### config.mk
export PLATFORM = sky130hd
export DESIGN_NAME = uart_rx_frame_ctrl
export DESIGN_NICKNAME = d
export VERILOG_FILES = /design/src/rtl/uart_rx_frame_ctrl.sv
export SDC_FILE = /design/constraint.sdc
export NUM_CORES = 1
export LEC_CHECK = 0
export CORE_ASPECT_RATIO = 0.6
export CORE_MARGIN = 3
export CORE_UTILIZATION = 45
export CTS_BUF_LIST = sky130_fd_sc_hd__clkbuf_16
export CTS_CLUSTER_SIZE = 40
export DETAILED_ROUTE_END_ITERATION = 12
export MAX_ROUTING_LAYER = met4
export PLACE_DENSITY_LB_ADDON = 0.08
export SYNTH_ARGS = -nofsm -noshare
export SYNTH_HDL_FRONTEND = slang
export SYNTH_SLANG_ARGS = --single-unit
### constraint.sdc
create_clock -name Clock -period 2.5 [get_ports Clock]
set_input_delay 0.375 -clock Clock [delete_from_list [all_inputs] [get_ports Clock]]
set_output_delay 0.375 -clock Clock [all_outputs]
set_load 0.005 [all_outputs]
### src/rtl/uart_rx_frame_ctrl.sv
// uart_rx_frame_ctrl
// Frame controller sitting behind a UART receiver. It hunts for a sync byte,
// reads a length byte and up to MAX_LEN payload bytes into a local buffer,
// then replays the payload to a downstream valid/ready byte stream.
// Bad length, inter-byte timeout, overrun and check mismatch each raise a
// one-cycle PktError pulse with the cause held on ErrCode.
//
// Build option: define UART_FRAME_CHECK_EN to expect a trailing check byte
// (XOR of the length byte and every payload byte) after the payload. With the
// macro undefined the last payload byte moves straight to DRAIN.

module uart_rx_frame_ctrl #(
    parameter int                   DATA_BITS     = 8,
    parameter int                   MAX_LEN       = 16,
    parameter logic [DATA_BITS-1:0] SYNC_BYTE     = 8'hA5,
    parameter int                   TIMEOUT_TICKS = 480
) (
    input  logic                           Clock,
    input  logic                           ResetN,
    input  logic                           Tick,
    input  logic                           RxReady,
    input  logic [DATA_BITS-1:0]           RxData,
    output logic                           PktValid,
    input  logic                           PktReady,
    output logic [DATA_BITS-1:0]           PktData,
    output logic                           PktLast,
    output logic [$clog2(MAX_LEN+1)-1:0]   PktLen,
    output logic                           PktError,
    output logic [1:0]                     ErrCode,
    output logic                           Busy
);

    // ------------------------------------------------------------------
    // Derived widths and constants
    // ------------------------------------------------------------------
    localparam int LEN_W = $clog2(MAX_LEN + 1);
    localparam int IDX_W = (MAX_LEN > 1) ? $clog2(MAX_LEN) : 1;
    localparam int TO_W  = $clog2(TIMEOUT_TICKS + 1);

    localparam logic [DATA_BITS-1:0] MAX_LEN_B = DATA_BITS'(MAX_LEN);
    localparam logic [TO_W-1:0]      TO_LAST   = TO_W'(TIMEOUT_TICKS - 1);
    localparam logic [LEN_W-1:0]     LEN_ONE   = LEN_W'(1);

    // Frame state encoding
    localparam logic [2:0] S_HUNT    = 3'd0;
    localparam logic [2:0] S_LEN     = 3'd1;
    localparam logic [2:0] S_PAYLOAD = 3'd2;
    localparam logic [2:0] S_CHECK   = 3'd3;
    localparam logic [2:0] S_DRAIN   = 3'd4;

    // Error causes reported on ErrCode
    localparam logic [1:0] E_LEN     = 2'd0;
    localparam logic [1:0] E_TIMEOUT = 2'd1;
`ifdef UART_FRAME_CHECK_EN
    localparam logic [1:0] E_CHECK   = 2'd2;
`endif
    localparam logic [1:0] E_OVERRUN = 2'd3;

    // ------------------------------------------------------------------
    // State and datapath registers
    // ------------------------------------------------------------------
    logic [2:0]           r_state;
    logic                 r_busy;
    logic                 r_pkt_valid;
    logic                 r_pkt_error;
    logic [1:0]           r_err_code;
    logic [DATA_BITS-1:0] r_pkt_data;
    logic                 r_pkt_last;
    logic [LEN_W-1:0]     r_pkt_len;

    logic [LEN_W-1:0]     r_len;
    logic [LEN_W-1:0]     r_wr;
    logic [LEN_W-1:0]     r_rd;
    logic [TO_W-1:0]      r_to_cnt;

    logic [DATA_BITS-1:0] r_buf [MAX_LEN];

`ifdef UART_FRAME_CHECK_EN
    logic [DATA_BITS-1:0] r_chk;
`endif

    // ------------------------------------------------------------------
    // Combinational decode
    // ------------------------------------------------------------------
    logic [2:0]       w_state_nxt;
    logic             w_err_fire;
    logic [1:0]       w_err_code;
    logic             w_timed;
    logic             w_to_expire;
    logic             w_len_ok;
    logic             w_last_payload;
    logic             w_buf_we;
    logic             w_handshake;
    logic             w_drain_enter;
    logic [LEN_W-1:0] w_len_m1;
    logic [LEN_W-1:0] w_rd_inc;

    assign w_timed        = (r_state == S_LEN) || (r_state == S_PAYLOAD) || (r_state == S_CHECK);
    // A byte in the same cycle as the terminal Tick keeps the frame alive.
    assign w_to_expire    = w_timed && Tick && !RxReady && (r_to_cnt == TO_LAST);
    assign w_len_ok       = (RxData != '0) && (RxData <= MAX_LEN_B);
    assign w_len_m1       = r_len - LEN_ONE;
    assign w_last_payload = (r_wr == w_len_m1);
    assign w_buf_we       = (r_state == S_PAYLOAD) && RxReady;
    assign w_handshake    = (r_state == S_DRAIN) && r_pkt_valid && PktReady;
    assign w_rd_inc       = r_rd + LEN_ONE;
    assign w_drain_enter  = (w_state_nxt == S_DRAIN) && (r_state != S_DRAIN);

    // Next-state and error-cause selection for the frame FSM.
    // NOTE: every signal written here gets a default first, so no path
    // through the case leaves one unassigned and infers a latch.
    always_comb begin
        w_state_nxt = r_state;
        w_err_fire  = 1'b0;
        w_err_code  = E_LEN;
        case (r_state)
            S_HUNT: begin
                if (RxReady && (RxData == SYNC_BYTE)) begin
                    w_state_nxt = S_LEN;
                end
            end
            S_LEN: begin
                if (RxReady) begin
                    if (w_len_ok) begin
                        w_state_nxt = S_PAYLOAD;
                    end else begin
                        w_err_fire  = 1'b1;
                        w_err_code  = E_LEN;
                        w_state_nxt = S_HUNT;
                    end
                end else if (w_to_expire) begin
                    w_err_fire  = 1'b1;
                    w_err_code  = E_TIMEOUT;
                    w_state_nxt = S_HUNT;
                end
            end
            S_PAYLOAD: begin
                if (RxReady) begin
                    if (w_last_payload) begin
`ifdef UART_FRAME_CHECK_EN
                        w_state_nxt = S_CHECK;
`else
                        w_state_nxt = S_DRAIN;
`endif
                    end
                end else if (w_to_expire) begin
                    w_err_fire  = 1'b1;
                    w_err_code  = E_TIMEOUT;
                    w_state_nxt = S_HUNT;
                end
            end
`ifdef UART_FRAME_CHECK_EN
            S_CHECK: begin
                if (RxReady) begin
                    if (RxData == r_chk) begin
                        w_state_nxt = S_DRAIN;
                    end else begin
                        w_err_fire  = 1'b1;
                        w_err_code  = E_CHECK;
                        w_state_nxt = S_HUNT;
                    end
                end else if (w_to_expire) begin
                    w_err_fire  = 1'b1;
                    w_err_code  = E_TIMEOUT;
                    w_state_nxt = S_HUNT;
                end
            end
`endif
            S_DRAIN: begin
                // A byte arriving while draining is dropped; draining carries on.
                if (RxReady) begin
                    w_err_fire = 1'b1;
                    w_err_code = E_OVERRUN;
                end
                if (w_handshake && r_pkt_last) begin
                    w_state_nxt = S_HUNT;
                end
            end
            default: begin
                w_state_nxt = S_HUNT;
            end
        endcase
    end

    // ------------------------------------------------------------------
    // Sequential logic
    // ------------------------------------------------------------------

    // FSM state plus the registered status outputs derived from it.
    // NOTE: sequential state is always updated with non-blocking assignments
    // so every register samples pre-edge values regardless of block order.
    always_ff @(posedge Clock or negedge ResetN) begin
        if (!ResetN) begin
            r_state     <= S_HUNT;
            r_busy      <= 1'b0;
            r_pkt_valid <= 1'b0;
            r_pkt_error <= 1'b0;
            r_err_code  <= E_LEN;
        end else begin
            r_state     <= w_state_nxt;
            r_busy      <= (w_state_nxt != S_HUNT);
            r_pkt_valid <= (w_state_nxt == S_DRAIN);
            r_pkt_error <= w_err_fire;
            if (w_err_fire) begin
                r_err_code <= w_err_code;
            end
        end
    end

    // Frame bookkeeping: latched length, write/read indices, inter-byte timer.
    always_ff @(posedge Clock or negedge ResetN) begin
        if (!ResetN) begin
            r_len    <= '0;
            r_wr     <= '0;
            r_rd     <= '0;
            r_to_cnt <= '0;
        end else begin
            if ((r_state == S_LEN) && RxReady && w_len_ok) begin
                r_len <= LEN_W'(RxData);
                r_wr  <= '0;
            end else if (w_buf_we) begin
                r_wr <= r_wr + LEN_ONE;
            end

            if (w_drain_enter) begin
                r_rd <= '0;
            end else if (w_handshake) begin
                r_rd <= w_rd_inc;
            end

            if (!w_timed || RxReady || w_to_expire) begin
                r_to_cnt <= '0;
            end else if (Tick) begin
                r_to_cnt <= r_to_cnt + TO_W'(1);
            end
        end
    end

`ifdef UART_FRAME_CHECK_EN
    // Running XOR of the length byte and every payload byte.
    always_ff @(posedge Clock or negedge ResetN) begin
        if (!ResetN) begin
            r_chk <= '0;
        end else if ((r_state == S_LEN) && RxReady && w_len_ok) begin
            r_chk <= RxData;
        end else if (w_buf_we) begin
            r_chk <= r_chk ^ RxData;
        end
    end
`endif

    // Payload buffer write port.
    // NOTE: the buffer is deliberately left out of reset; the indices and the
    // valid flag gate every read, so stale contents are never presented.
    always_ff @(posedge Clock) begin
        if (w_buf_we) begin
            r_buf[r_wr[IDX_W-1:0]] <= RxData;
        end
    end

    // Output byte stage: loads the first byte on DRAIN entry, advances per handshake.
    always_ff @(posedge Clock or negedge ResetN) begin
        if (!ResetN) begin
            r_pkt_data <= '0;
            r_pkt_last <= 1'b0;
            r_pkt_len  <= '0;
        end else if (w_drain_enter) begin
            r_pkt_len  <= r_len;
            r_pkt_last <= (r_len == LEN_ONE);
            // A one-byte frame without a check byte finishes on the very strobe
            // that writes buf[0], so that byte is forwarded straight from RxData.
            if ((r_state == S_PAYLOAD) && (r_wr == '0)) begin
                r_pkt_data <= RxData;
            end else begin
                r_pkt_data <= r_buf[0];
            end
        end else if (w_handshake) begin
            if (r_pkt_last) begin
                r_pkt_last <= 1'b0;
            end else begin
                r_pkt_data <= r_buf[w_rd_inc[IDX_W-1:0]];
                r_pkt_last <= (w_rd_inc == w_len_m1);
            end
        end
    end

    // ------------------------------------------------------------------
    // Output wiring
    // ------------------------------------------------------------------
    assign PktValid = r_pkt_valid;
    assign PktData  = r_pkt_data;
    assign PktLast  = r_pkt_last;
    assign PktLen   = r_pkt_len;
    assign PktError = r_pkt_error;
    assign ErrCode  = r_err_code;
    assign Busy     = r_busy;

endmodule

# Word level (Yosys, flattened, before mapping)
# Memory sizes are Yosys's and may differ from the RTL's.
# Index checks and enable logic that the tools add are counted.
# classes
addsub	4
multipliers	0
n_div	0
n_lt_le_gt_ge	1
n_eq_ne	12
n_shift	0
mux	33
bitwise	0
reduce_logical	28
# op_table
op	n
$mux 8	4
$mux 5	4
$mux 3	6
$mux 9	2
$logic_and 1x1->1	13
$mux 1	12
$pmux 3 s4	1
$add 5x1->5 const B	2
$eq 5x5->1	2
$add 9x1->9 const B	1
$eq 9x9->1 const B	1
$eq 8x8->1 const B	1
$le 8x5->1 const B	1
$reduce_bool 8->1	1
$eq 3x2->1 const B	2
$eq 3x3->1 const B	2
$reduce_bool 2->1	3
$eq 5x1->1 const B	1
$logic_not 5->1	1
$sub 5x1->5 const B	1
$logic_or 1x1->1	4
$mux 2	2
$pmux 2 s2	1
$eq 3x1->1 const B	1
8 further kinds	9
# word_totals
ff_bits	46
latchBits	0
mem_bits_rw	128
mem_bits_ro	0
input_bits	13
output_inout_bits	19
memories	1
# memory_table
memory	depth	word_bits	read_ports	rd_ports_with_merged_regs	wr	line	rtl
r_buf	16	8	2	0	1	76	logic [DATA_BITS-1:0] r_buf [MAX_LEN];

# Depth between registers and ports, before layout
# depth
word_depth	13
depth_mapped	9
ltp_nobuf	7

# Least setup slack after synthesis
# No wires, ideal clock.
# synth_path
kind	register to register
start	register r_len[0]
end	register r_pkt_len[0], in the netlist PktLen[0]
arrival_ps	1951
required_ps	2375
setup_slack_ps	424
path_stages_with_launch	9
path_buffers	1
synth_period_minus_slack_ps	2076
cell_sequence	dfrtp_1 -> inv_1 -> ha_1 -> or3b_1 -> nor2_1 -> a32o_1 -> and3_4 -> buf_12 -> mux2_4
# synth_via
elab_chain_len	7
# synth_lines
item	line	rtl
start: declaration	71	logic [LEN_W-1:0] r_len;
start signal: assignment	219	r_len <= LEN_W'(RxData);
$sub 5x1->5	102	assign w_len_m1 = r_len - LEN_ONE;
$eq 5x5->1	103	assign w_last_payload = (r_wr == w_len_m1);
$mux 3	139	if (w_last_payload) begin
$mux 3	138	if (RxReady) begin
$pmux 3 s4	116	case (r_state)
$eq 3x3->1	107	assign w_drain_enter = (w_state_nxt == S_DRAIN) && (r_state != S_DRAIN);
$logic_and 1x1->1	107	
end signal: assignment	268	r_pkt_len <= r_len;
end: declaration	69	logic [LEN_W-1:0] r_pkt_len;
# Several ways; a longest one is shown, not always the timed one.
# A chain may end at the register's enable or synchronous reset.

# Worst setup path in the final report
# layout_path
start	register r_len[1]
end	register r_pkt_data[2], in the netlist PktData[2]
# layout_via
elab_chain_len	9
# layout_lines
item	line	rtl
$sub 5x1->5 (*)	102	
$eq 5x5->1 (*)	103	
$mux 3 (*)	139	
$mux 3 (*)	138	
$pmux 3 s4 (*)	116	
$eq 3x3->1 (*)	107	
$logic_and 1x1->1 (*)	107	
$ne 2x1->1 (no line) / $reduce_bool 2->1 (equally long branches)	n/a	
$reduce_and 2->1 (no line)	n/a	
end signal: assignment	273	r_pkt_data <= RxData;
end signal: assignment	275	r_pkt_data <= r_buf[0];
end signal: assignment	281	r_pkt_data <= r_buf[w_rd_inc[IDX_W-1:0]];
end: declaration	67	logic [DATA_BITS-1:0] r_pkt_data;
# Every way passes the cells marked *; elsewhere a longest branch is shown, timed or not.

==> results.yml <==
run_status:
  status: "complete, no violations"
critical_path:
  reg2reg_from: "r_len[1]$_DFFE_PN0P_"
  crit_type: "reg2reg"
  startpoint: "r_len[1]$_DFFE_PN0P_"
  end_kind: "flip-flop"
  cp.arrival_ps: 2570
  ff2ff_setup_slack_ps: 280
  cp_max_fo: 15
  cp.required_ps: 2850
  cp-start-kind: "flip-flop"
floorplan:
  die_h_um: 106
  design.core.area_um2: 16400
  die_area_um2: 18500
  start_util: 0.463
  row_count: 36
  io_pins: 32
  die_width_um: 173
pwr:
  p_sw_mw: 2.84
  p_clk_frac: 0.268
  p_int_mw: 6.04
  comb_power_share: 0.350
  p_seq_frac: 0.382
  total_power_mw: 8.88
  p_sw_frac: 0.320
  p_leak_nw: 3.28
  vdd.ir_drop.worst_v: 0.000912
  pwr_density_cell_nw_per_um2: 994
logic_synthesis:
  synth_area_um2: 7570
  synth_edf_count: 128
  yosysSeqAreaShare: 0.660
  yosysWarningCount: 0
  synth_cells: 451
  synthArstFlopShare: 0.264
  synth.distinct_cells: 47
  ys_ff_latch: 174
  syn-mean-instance-area_um2: 16.8
  synth_nets: 472
  synthFlopType: "edfxtp_1"
timing:
  post-route-min-period_ps: 2220
  maxSlewViolCount: 0
  setup_violations: 0
  max_freq_mhz: 450
  hold_violations: 0
  min_period_over_period: 0.888
  finalSetupTns_ps: 0
  slew_headroom: 0.540
  worstMarginPinSlew_ps: 690
  rsz0062_at_grt: "no"
  skew_ps: 8.74
layout:
  antennaDiodeCount: 0
  layout_common_cells: "128 x edfxtp_1, 51 x mux2i_1, 45 x dfrtp_1, 45 x buf_4, 37 x nor2_1"
  synthToLayoutAreaGrowth_pct: 18.1
  drive_gt1_frac: 0.236
  fill_cells: 1301
  fin_nets: 551
  mostFrequentLayoutCell: "edfxtp_1"
route:
  wl_mm: 17.5
  drt_first_pass_iters: 5
  vias: 4183
  drtIter0Drc: 318
  drcViolationCount: 0
  routedWlPerCell_um: 22.6
  ant_nets: 0
  vias_per_cell: 5.43
cts:
  cts_root_buf: "clkbuf_16"
  clk_latency_ps: 430
  cts_buffers: 17
  ctsLongestPathBuffers: 2
  clk_pin_slew_ps: 70
  cts_resized: 0
  cts_post_setup_buffers_inserted: 0
  cts.sinks: 174
  cts_tree: "built"
  ctsHtreeMaxLevel: 4
  ctsHoldBuffers: 1
worst_hold_path:
  min_path_type: "reg2reg"
  worstHoldStart: "PktLen[1]$_DFFE_PN0N_"
place:
  port_buffers: 31
  place_congestion: 0.836
  hpwl_mm: 11.9
run:
  cap_violations: 0
global_routing:
  grt_pass1_vias: 4140
  antenna_found_initial: 0
  grt_remaining_overflow: 0
  grt_pass1_wl_mm: 26.5
  grt_max_degree: 37
  grt_use_total: 0.204
power groups by stage:
stage               clock network [mW]  logic (mW)  registers (mW)
finish                            2.38        3.11            3.39
global route                      2.55        3.35            3.41
CTS                               2.42        3.16            3.39
detailed placement                   0        3.16            3.45
global placement                     0        3.13            3.44
floorplan                            0        2.09            3.39
routing by layer:
layer	GRT usage	vias up	routed length, µm
li1	-	1885	-
met4	0.0503	0	158
met3	0.0485	17	1050
met2	0.260	100	7070
met1	0.325	2181	9190
met5	-	-	0
synthesized netlist by cell type (2+ instances only):
library cell,number,share of area
nor3_1,7,0.0046
xnor2_1,14,0.016
and3_4,2,0.0030
xor2_2,2,0.0043
clkbuf_1,5,0.0025
ha_1,8,0.013
o211ai_1,2,0.0020
buf_2,6,0.0040
nand4_1,7,0.0058
dfrtp_1,46,0.15
nor2b_1,7,0.0058
mux4_2,32,0.095
nor2_1,37,0.018
inv_1,9,0.0045
or2_2,2,0.0017
a31oi_1,3,0.0025
mux2_2,5,0.0074
buf_12,2,0.0053
mux2_4,5,0.0099
buf_4,4,0.0040
a21oi_1,2,0.0013
o21ai_0,5,0.0033
nand3_1,8,0.0053
mux2i_1,51,0.067
nand2b_1,5,0.0041
nand2_1,11,0.0055
o2111ai_1,2,0.0023
edfxtp_1,128,0.51
and4_1,2,0.0023
xor2_1,15,0.017
final cells by class:
cell class / instances / area (µm²) / area share
timing repair buffer: 79 / 693 / 0.0776
clock buffer: 17 / 425 / 0.0476
multi-input combinational: 249 / 2400 / 0.269
tap: 228 / 285 / 0.0319
clock inverter: 15 / 100 / 0.0112
sequential: 174 / 5000 / 0.559
inverter: 9 / 33.8 / 0.00378
logic make-up after synthesis:
group / after synthesis / synth area share
DFF: 174 / 0.660
and+or+nand+nor: 97 / 0.0670
muxes: 93 / 0.180
xor gates and xnor gates: 32 / 0.0408
buffers and inverters: 28 / 0.0222
AOI/OAI and AO/OA: 19 / 0.0165
adders and majority gates: 8 / 0.0132
registers in the layout, summed over array words and instances, names as in the netlist, 2 cells and up:
register  count
ErrCode       2
PktData       8
r_to_cnt      9
r_rd          5
r_len         5
r_buf       128
r_state       3
r_wr          5
PktLen        5
worst paths after layout:
check,cells past startpoint,endpoint
worst max-delay path,8,PktData[2]$_DFFE_PN0P_
worst min-delay path,1,PktLen[1]$_DFFE_PN0N_
worst max register to register,8,PktData[2]$_DFFE_PN0P_
worst min register to register,1,PktLen[1]$_DFFE_PN0N_
max in group asynchronous,3,r_len[2]$_DFFE_PN0P_
min in group asynchronous,2,r_to_cnt[4]$_DFFE_PN0P_
critical path, cell delays in order (launching register included):
cell and delay, ps:
dfrtp_1 420, inv_1 90, ha_1 150, or3b_1 400, nor2_1 110, a32o_1 190
and3_4 370, buf_4 210, mux2i_1 190
metrics by stage:
step	hold WS (ps)	util	std cells	setup slack, ps	cell area (µm²)
2_1_floorplan	79.4	-	451	424	7570
3_3_place_gp	433	0.514	738	10.6	8400
3_5_place_dp	455	0.514	738	44.0	8400
4_1_cts	512	0.547	771	256	8940
5_1_grt	526	0.547	771	124	8940
6_report	510	0.547	771	280	8940
No activity file was read; power rests on OpenSTA's default activity.
